`src/rtl/queue_access_arbiter.sv`:
```
// Arbitrates two writers and one reader onto a single Queue, sequencing one op every 4 cycles.
// Define QUEUE_ARB_FIXED_PRIO_EN for fixed priority W0 > W1 > R instead of round-robin.
module queue_access_arbiter #(
    parameter int unsigned DATA_W = 10
) (
    input  logic              i_clk,
    input  logic              i_reset,
    input  logic              i_wr_req0,
    input  logic [DATA_W-1:0] i_wr_data0,
    output logic              o_wr_ack0,
    input  logic              i_wr_req1,
    input  logic [DATA_W-1:0] i_wr_data1,
    output logic              o_wr_ack1,
    input  logic              i_rd_req,
    output logic [DATA_W-1:0] o_rd_data,
    output logic              o_rd_valid,
    output logic              o_q_enable,
    output logic              o_q_rw,
    output logic [DATA_W-1:0] o_q_data_in,
    input  logic [DATA_W-1:0] i_q_data_out,
    input  logic              i_q_empty,
    input  logic              i_q_full,
    output logic              o_busy
);

    typedef enum logic [1:0] {StIdle, StIssue, StSettle, StDone} state_t;

    localparam logic [1:0] GntW0 = 2'd0;
    localparam logic [1:0] GntW1 = 2'd1;
    localparam logic [1:0] GntR  = 2'd2;

    state_t            r_state, w_state_d;
    logic [1:0]        r_grant, w_grant_d;
    logic              r_q_enable, w_q_enable_d;
    logic              r_q_rw, w_q_rw_d;
    logic [DATA_W-1:0] r_q_data_in, w_q_data_in_d;
    logic [DATA_W-1:0] r_rd_data, w_rd_data_d;
    logic              r_wr_ack0, w_wr_ack0_d;
    logic              r_wr_ack1, w_wr_ack1_d;
    logic              r_rd_valid, w_rd_valid_d;

    logic [2:0]        w_elig;
    logic              w_any;
    logic [1:0]        w_sel;

    // Both flags high is an impossible Queue state; treat it as nothing eligible.
    assign w_elig = (i_q_full && i_q_empty) ? 3'b000 :
                    {i_rd_req && !i_q_empty, i_wr_req1 && !i_q_full, i_wr_req0 && !i_q_full};
    assign w_any  = |w_elig;

`ifdef QUEUE_ARB_FIXED_PRIO_EN
    always_comb begin
        if (w_elig[0]) begin
            w_sel = GntW0;
        end else if (w_elig[1]) begin
            w_sel = GntW1;
        end else begin
            w_sel = GntR;
        end
    end
`else
    logic [1:0] r_rr_ptr, w_rr_ptr_d;

    function automatic logic [1:0] f_first(input logic [2:0] elig, input logic [1:0] a,
                                           input logic [1:0] b, input logic [1:0] c);
        if (elig[a]) begin
            return a;
        end else if (elig[b]) begin
            return b;
        end
        return c;
    endfunction

    always_comb begin
        case (r_rr_ptr)
            GntW1:   w_sel = f_first(w_elig, GntW1, GntR, GntW0);
            GntR:    w_sel = f_first(w_elig, GntR, GntW0, GntW1);
            default: w_sel = f_first(w_elig, GntW0, GntW1, GntR);
        endcase
    end

    // Pointer advances to the requester after the one just served.
    always_comb begin
        w_rr_ptr_d = r_rr_ptr;
        if (r_state == StDone) begin
            case (r_grant)
                GntW0:   w_rr_ptr_d = GntW1;
                GntW1:   w_rr_ptr_d = GntR;
                default: w_rr_ptr_d = GntW0;
            endcase
        end
    end

    always_ff @(posedge i_clk or posedge i_reset) begin
        if (i_reset) begin
            r_rr_ptr <= GntW0;
        end else begin
            r_rr_ptr <= w_rr_ptr_d;
        end
    end
`endif

    always_comb begin
        w_state_d     = r_state;
        w_grant_d     = r_grant;
        w_q_enable_d  = 1'b0;
        w_q_rw_d      = 1'b0;
        w_q_data_in_d = r_q_data_in;
        w_rd_data_d   = r_rd_data;
        w_wr_ack0_d   = 1'b0;
        w_wr_ack1_d   = 1'b0;
        w_rd_valid_d  = 1'b0;
        case (r_state)
            StIdle: begin
                if (w_any) begin
                    w_state_d    = StIssue;
                    w_grant_d    = w_sel;
                    w_q_enable_d = 1'b1;
                    w_q_rw_d     = (w_sel != GntR);
                    if (w_sel == GntW0) begin
                        w_q_data_in_d = i_wr_data0;
                    end else if (w_sel == GntW1) begin
                        w_q_data_in_d = i_wr_data1;
                    end
                end
            end
            StIssue:  w_state_d = StSettle;
            StSettle: w_state_d = StDone;
            StDone: begin
                w_state_d = StIdle;
                case (r_grant)
                    GntW0:   w_wr_ack0_d = 1'b1;
                    GntW1:   w_wr_ack1_d = 1'b1;
                    default: begin
                        w_rd_valid_d = 1'b1;
                        w_rd_data_d  = i_q_data_out;
                    end
                endcase
            end
            default: w_state_d = StIdle;
        endcase
    end

    always_ff @(posedge i_clk or posedge i_reset) begin
        if (i_reset) begin
            r_state     <= StIdle;
            r_grant     <= GntW0;
            r_q_enable  <= 1'b0;
            r_q_rw      <= 1'b0;
            r_q_data_in <= '0;
            r_rd_data   <= '0;
            r_wr_ack0   <= 1'b0;
            r_wr_ack1   <= 1'b0;
            r_rd_valid  <= 1'b0;
        end else begin
            r_state     <= w_state_d;
            r_grant     <= w_grant_d;
            r_q_enable  <= w_q_enable_d;
            r_q_rw      <= w_q_rw_d;
            r_q_data_in <= w_q_data_in_d;
            r_rd_data   <= w_rd_data_d;
            r_wr_ack0   <= w_wr_ack0_d;
            r_wr_ack1   <= w_wr_ack1_d;
            r_rd_valid  <= w_rd_valid_d;
        end
    end

    assign o_q_enable  = r_q_enable;
    assign o_q_rw      = r_q_rw;
    assign o_q_data_in = r_q_data_in;
    assign o_rd_data   = r_rd_data;
    assign o_wr_ack0   = r_wr_ack0;
    assign o_wr_ack1   = r_wr_ack1;
    assign o_rd_valid  = r_rd_valid;
    assign o_busy      = (r_state != StIdle);

endmodule

```
`config.mk`:
```
export PLATFORM = sky130hd
export DESIGN_NAME = queue_access_arbiter
export DESIGN_NICKNAME = d
export VERILOG_FILES = /design/src/rtl/queue_access_arbiter.sv
export SDC_FILE = /design/constraint.sdc
export NUM_CORES = 1
export LEC_CHECK = 0
export ABC_AREA = 1
export CAP_MARGIN = 20
export CORE_MARGIN = 3
export CORE_UTILIZATION = 40
export DETAILED_ROUTE_END_ITERATION = 6
export PLACE_DENSITY_LB_ADDON = 0.3
export SLEW_MARGIN = 15
export SYNTH_ARGS = -nofsm -noshare
export SYNTH_HDL_FRONTEND = slang
export SYNTH_SLANG_ARGS = --single-unit
```
`constraint.sdc`:
```
create_clock -name i_clk -period 2.9 [get_ports i_clk]
set_clock_uncertainty 0.2 [all_clocks]
set_input_delay 0.58 -clock i_clk [delete_from_list [all_inputs] [get_ports i_clk]]
set_output_delay 0.58 -clock i_clk [all_outputs]
set_load 0.005 [all_outputs]
```
==> flow_summary.json, run 1 <==
{
  "layout_min_cycle_time_ns": 2.355,
  "clock.fmax_mhz": 424.6,
  "finalSetupViolations": 0,
  "internal-power_uw": 1326,
  "worst_slack_ns": 0.5447,
  "ys_ff_latch": 31,
  "cts_tree": "built",
  "slew_headroom_pct": 72.52,
  "ioPinCount": 63,
  "stdcell_area_um2": 2262,
  "rows": 21,
  "syn_area_um2": 1508,
  "synthTopCellsByArea": "dfrtp_1 51%, nand2_1 21%, inv_1 6.0%",
  "pre_cts_ws_ns": 0.4790,
  "diodes": 0,
  "core_area_um2": 3468,
  "combPwrFrac_pct": 46.4,
  "grt_pass1_wl_um": 5485,
  "max_stage_delay_ns": 0.52,
  "synthArstFlopShare_pct": 100.0,
  "synthTopCellsByCount": "84 x nand2_1, 31 x dfrtp_1, 24 x inv_1",
  "synth_edf_count": 0,
  "netlist_instances": 193,
  "start_util_pct": 43.47,
  "die_y_um": 67.40,
  "syn_area_per_cell_um2": 7.812,
  "post_cts_buffers": 0,
  "synthDistinctLibCells": 21,
  "status": "completed",
  "setup_tns_ns": 0,
  "cts_htree_levels": 2,
  "power_leakage_uw": 0.001153,
  "cp.required_ns": 2.12,
  "drc": 0,
  "wl_per_cell_um": 10.64,
  "gr-total-overflow": 0,
  "powerDensity_nw_per_um2": 893.1,
  "peakVddDrop_mv": 0.5252,
  "yosysWarningCount": 0,
  "place_congestion": 0.7915,
  "cap_violations": 0,
  "numCtsBuffers": 5,
  "synth_top_area_cell": "dfrtp_1",
  "yosysSeqAreaShare_pct": 51.45,
  "pwr-share-seq_pct": 35.7,
  "antenna_found_initial": 0,
  "finalMaxSlewViolations": 0,
  "synth_most_common_cell": "nand2_1",
  "vias_per_cell": 4.256,
  "clk_pin_slew_worst_paths_ns": 0.06,
  "fin_nets": 300,
  "synth_top_flop_cell": "dfrtp_1",
  "cts.sinks": 31,
  "insertion_delay_ns": 0.28,
  "firstDrtPassIters": 4,
  "grt_max_degree": 32,
  "crit_fanout": 3,
  "cp_slowest_cell": "clkdlybuf4s50_1",
  "critPathMostFrequentCell": "inv_1",
  "crit_buf_inv": 3,
  "ant_nets": 0,
  "cp_cell_sequence": "inv_1 -> ha_1 -> inv_1 -> clkdlybuf4s50_1",
  "drt-total-wl_um": 3245,
  "die_w_um": 67.40,
  "cts_resized": 0,
  "placed_cell_area_um2": 2162,
  "syn_to_final_growth_pct": 50.04,
  "grt_pass1_vias": 1253,
  "hold_path_class": "flop to flop",
  "portBuffers": 62,
  "drtIter0Drc": 60,
  "switching_share_pct": 34.34,
  "tightest_slew_ns": 0.4118,
  "rsz0062_at_grt": "no",
  "cp_top_family": "buffers and inverters",
  "crit_type": "flop to output port",
  "clkPwrFrac_pct": 18.0,
  "synth_top_area_share_pct": 51.45,
  "crit_arrival_ns": 1.58,
  "track_usage_pct": 16.48,
  "start_kind": "flop",
  "end_kind": "output port",
  "clock_path_buffers": 2,
  "cts_root_buf": "clkbuf_8",
  "syn_nets": 235,
  "final-hold-violation-count": 0,
  "final.period_utilization_pct": 81.22,
  "drive_gt1_share_pct": 5.792,
  "hold_buffers": 0,
  "hpwl_um": 2443,
  "p_sw_uw": 693.8,
  "dieArea_um2": 4542,
  "via_count": 1298
}
-- worst paths after layout --
check	startpoint	endpoint	slack (ns)	cells after the start
worst min-delay path	r_grant[0]	o_wr_ack0	0.26	1
max in group asynchronous	i_reset	o_rd_data[6]	1.74	3
min in group asynchronous	i_reset	o_rd_data[4]	0.48	3
worst max register to register	r_rr_ptr[0]	o_q_data_in[7]	0.85	10
worst min register to register	r_grant[0]	o_wr_ack0	0.26	1
worst max-delay path	r_state[0]	o_busy	0.54	4
-- cell usage in the layout, fill, tap and decap left out --
cell type        instances
nand2_1                 84
clkdlybuf4s50_1         62
dfrtp_1                 31
inv_1                   24
nor2_1                  16
a21oi_1                 12
clkbuf_8                 7
ha_1                     5
nand2_2                  2
nand3_1                  2
o21a_1                   2
o22ai_1                  2
buf_4                    2
inv_2                    1
o21ai_2                  1
a21oi_4                  1
nand3_2                  1
or2_0                    1
o21ai_1                  1
o21ai_0                  1
clkbuf_1                 1
-- layer usage --
| layer | vias up | global-route usage [%] | routed length [um] |
|---|---|---|---|
| met5 | - | 0 | 0 |
| met1 | 544 | 20.55 | 1459 |
| met3 | 6 | 6.323 | 215 |
| met4 | 0 | 8.354 | 55 |
| li1 | 708 | - | - |
| met2 | 40 | 24.79 | 1515 |
-- layout make-up --
class,count,area (um2)
Timing Repair Buffer,64,635.6
Multi-Input combinational cell,131,599.3
Sequential cell,31,775.7
Clock buffer,8,100.1
Tap cell,46,57.56
Fill cell,329,1206
Inverter,25,93.84
-- kinds of logic after synthesis --
kind of cell	share of synthesized area, %
AND/OR/NAND/NOR	27.47
buffers and inverters	8.796
flip-flops	51.45
AO/OA/AOI/OAI	8.132
adder cells (fa/ha/maj)	4.149
-- power groups by stage --
stage / registers, uW / clock network (uW) / logic (uW)
2_1_floorplan: 731 / 0 / 491
5_1_grt: 744 / 397 / 1070
4_1_cts: 724 / 376 / 953
3_3_place_gp: 723 / 0 / 928
6_report: 721 / 363 / 937
3_5_place_dp: 727 / 0 / 948
-- through the flow --
step / total power, uW / utilization (%) / std cells / hold slack [ns]
3_3_place_gp: 1651 / 62.34 / 297 / 0.2432
2_1_floorplan: 1222 / - / 193 / 0.2266
5_1_grt: 2212 / 65.22 / 305 / 0.2829
3_5_place_dp: 1676 / 62.34 / 297 / 0.2426
4_1_cts: 2053 / 65.22 / 305 / 0.2576
6_report: 2020 / 65.22 / 305 / 0.2647
-- sequential cells by signal, indices dropped and copies added (netlist names) --
register and count:
o_wr_ack0 1, r_state 2, o_q_rw 1, o_q_data_in 10, o_q_enable 1, o_rd_valid 1, r_rr_ptr 2, r_grant 2
o_wr_ack1 1, o_rd_data 10
(Power assumes the default switching activity.)
==> run 2, diff against run 1 <==
--- a/config.mk
+++ b/config.mk
@@ -8,7 +8,7 @@
 export ABC_AREA = 1
 export CAP_MARGIN = 20
 export CORE_MARGIN = 3
-export CORE_UTILIZATION = 40
+export CORE_UTILIZATION = 38
 export DETAILED_ROUTE_END_ITERATION = 6
 export PLACE_DENSITY_LB_ADDON = 0.3
 export SLEW_MARGIN = 15
==> constraint.sdc (replaced) <==
create_clock -name i_clk -period 1.9 [get_ports i_clk]
set_clock_uncertainty 0.2 [all_clocks]
set_input_delay 0.38 -clock i_clk [delete_from_list [all_inputs] [get_ports i_clk]]
set_output_delay 0.38 -clock i_clk [all_outputs]
set_load 0.005 [all_outputs]
==> flow_summary.json, run 2 (synthesis gave the netlist of run 1 again) <==
{
  "status": "completed",
  "power_leakage_uw": 0.001185,
  "clock_path_buffers": 2,
  "powerDensity_nw_per_um2": 1348,
  "internal-power_uw": 2055,
  "r2r_end": "o_q_data_in[3]",
  "vias_per_cell": 4.295,
  "r2r-start": "r_rr_ptr[0]",
  "ant_nets": 0,
  "die_w_um": 68.99,
  "crit_arrival_ns": 1.22,
  "diodes": 0,
  "start_util_pct": 40.27,
  "cts_root_buf": "clkbuf_8",
  "placed_cell_area_um2": 2230,
  "fill_cells": 371,
  "setup_tns_ns": 0,
  "ioPinCount": 63,
  "peakVddDrop_mv": 0.6255,
  "end_kind": "output port",
  "start_kind": "flop",
  "track_usage_pct": 14.82,
  "via_count": 1353,
  "cts_tree": "built",
  "drive_gt1_share_pct": 11.24,
  "pre_cts_ws_ns": -0.09048,
  "cp.required_ns": 1.32,
  "clock.fmax_mhz": 555.5,
  "syn_to_final_growth_pct": 55.19,
  "numCtsBuffers": 5,
  "rrSetupSlack_ns": 0.11,
  "cap_violations": 0,
  "firstDrtPassIters": 3,
  "dieArea_um2": 4760,
  "cts.sinks": 31,
  "stdcell_area_um2": 2340,
  "switching_share_pct": 34.88,
  "grt_pass1_vias": 1204,
  "seq_area_um2": 775.7,
  "hold_buffers": 0,
  "grt_max_degree": 32,
  "layout_commonest_cell": "nand2_1",
  "tightest_slew_ns": 0.3761,
  "fin_nets": 308,
  "cp_num_cells": 4,
  "portBuffers": 62,
  "cts_htree_levels": 2,
  "insertion_delay_ns": 0.28,
  "combPwrFrac_pct": 49.9,
  "worst_slack_ns": 0.09976,
  "reg2reg_depth": 10,
  "final_cell_mix": "83 x nand2_1, 61 x clkdlybuf4s50_1, 31 x dfrtp_1",
  "antenna_found_initial": 0,
  "p_sw_uw": 1100,
  "drt-total-wl_um": 3187,
  "rows": 22,
  "clk_pin_slew_worst_paths_ns": 0.06,
  "clkPwrFrac_pct": 15.2,
  "crit_fanout": 3,
  "slew_headroom_pct": 74.92,
  "finalMaxSlewViolations": 0,
  "wl_per_cell_um": 10.12,
  "core_area_um2": 3744,
  "cp_slowest_cell": "dfrtp_1",
  "gr-total-overflow": 0,
  "hold_path_class": "input port to asynchronous set/reset pin",
  "drc": 0,
  "place_congestion": 0.8020,
  "layout_min_cycle_time_ns": 1.800,
  "crit_buf_inv": 3,
  "final.period_utilization_pct": 94.75,
  "finalSetupViolations": 0,
  "cp_cell_sequence": "inv_2 -> ha_2 -> inv_1 -> dlygate4sd2_1",
  "cp_top_family": "flip-flops",
  "grt_pass1_wl_um": 5106,
  "die_y_um": 68.99,
  "final-hold-violation-count": 0,
  "max_stage_delay_ns": 0.41,
  "crit_type": "flop to output port",
  "drtIter0Drc": 50,
  "pwr-share-seq_pct": 34.9,
  "multiInputGateArea_um2": 618.1,
  "hpwl_um": 2400
}
run 2: changes by cell type in the layout (fill, tap and decap cells not counted), moves of 2 or more:
cell / previous run / this run
buf_4: 2 / 8
inv_2: 1 / 3
clkbuf_8: 7 / 5
a21oi_1: 12 / 9
inv_1: 24 / 22
a21oi_2: 0 / 3
run 2: routing by layer:
metal  vias to the layer above  global-route usage (%)  part of all wire [%]
met5                         -                       0                     0
met4                         0                   5.839                   1.6
met3                         6                   5.348                   7.6
met2                        47                   23.21                    43
met1                       573                   18.57                    47
li1                        727                       -                     -
run 2: worst max-delay path by stage:
stage                           to  slack [ns]        start
global route        o_q_data_in[7]      -0.009  r_rr_ptr[0]
CTS                         o_busy        0.06   r_state[0]
floorplan           o_q_data_in[2]        0.15  r_rr_ptr[0]
detailed placement  o_q_data_in[7]       -0.09    i_wr_req1
finish                      o_busy         0.1   r_state[1]
global placement    o_q_data_in[4]       -0.07    i_wr_req1
run 2: worst min-delay path, delay by kind of cell:
| family | cells | cell delay [ns] |
|---|---|---|
| buffers and inverters | 3 | 0.78 |
run 2: layout make-up:
| class | count | area share [%] |
|---|---|---|
| Clock inverter | 1 | 0.2139 |
| Sequential cell | 31 | 33.16 |
| Tap cell | 48 | 2.567 |
| Multi-Input combinational cell | 131 | 26.42 |
| Timing Repair Buffer | 72 | 30.37 |
| Clock buffer | 7 | 3.262 |
| Inverter | 25 | 4.011 |
run 2: what timing repair did:
item,in CTS,in global routing
resized for setup,1,9
setup endpoints to repair,1,11
setup buffers,0,1
run 2: power groups by stage:
stage          logic, uW  registers, uW  clock network, uW
6_report            1570           1100                479
4_1_cts             1560           1100                498
5_1_grt             1770           1140                528
2_1_floorplan        749           1120                  0
3_3_place_gp        1530           1110                  0
3_5_place_dp        1560           1100                  0
run 2: stage by stage:
step                hold slack, ns  util, %  power [uW]  cells
floorplan                   0.2266        -        1865    193
global placement            0.2504    59.56        2634    306
detailed placement          0.2409    59.56        2665    306
CTS                         0.2631    61.70        3153    314
global route                0.2920    62.50        3432    315
finish                      0.2672    62.50        3155    315
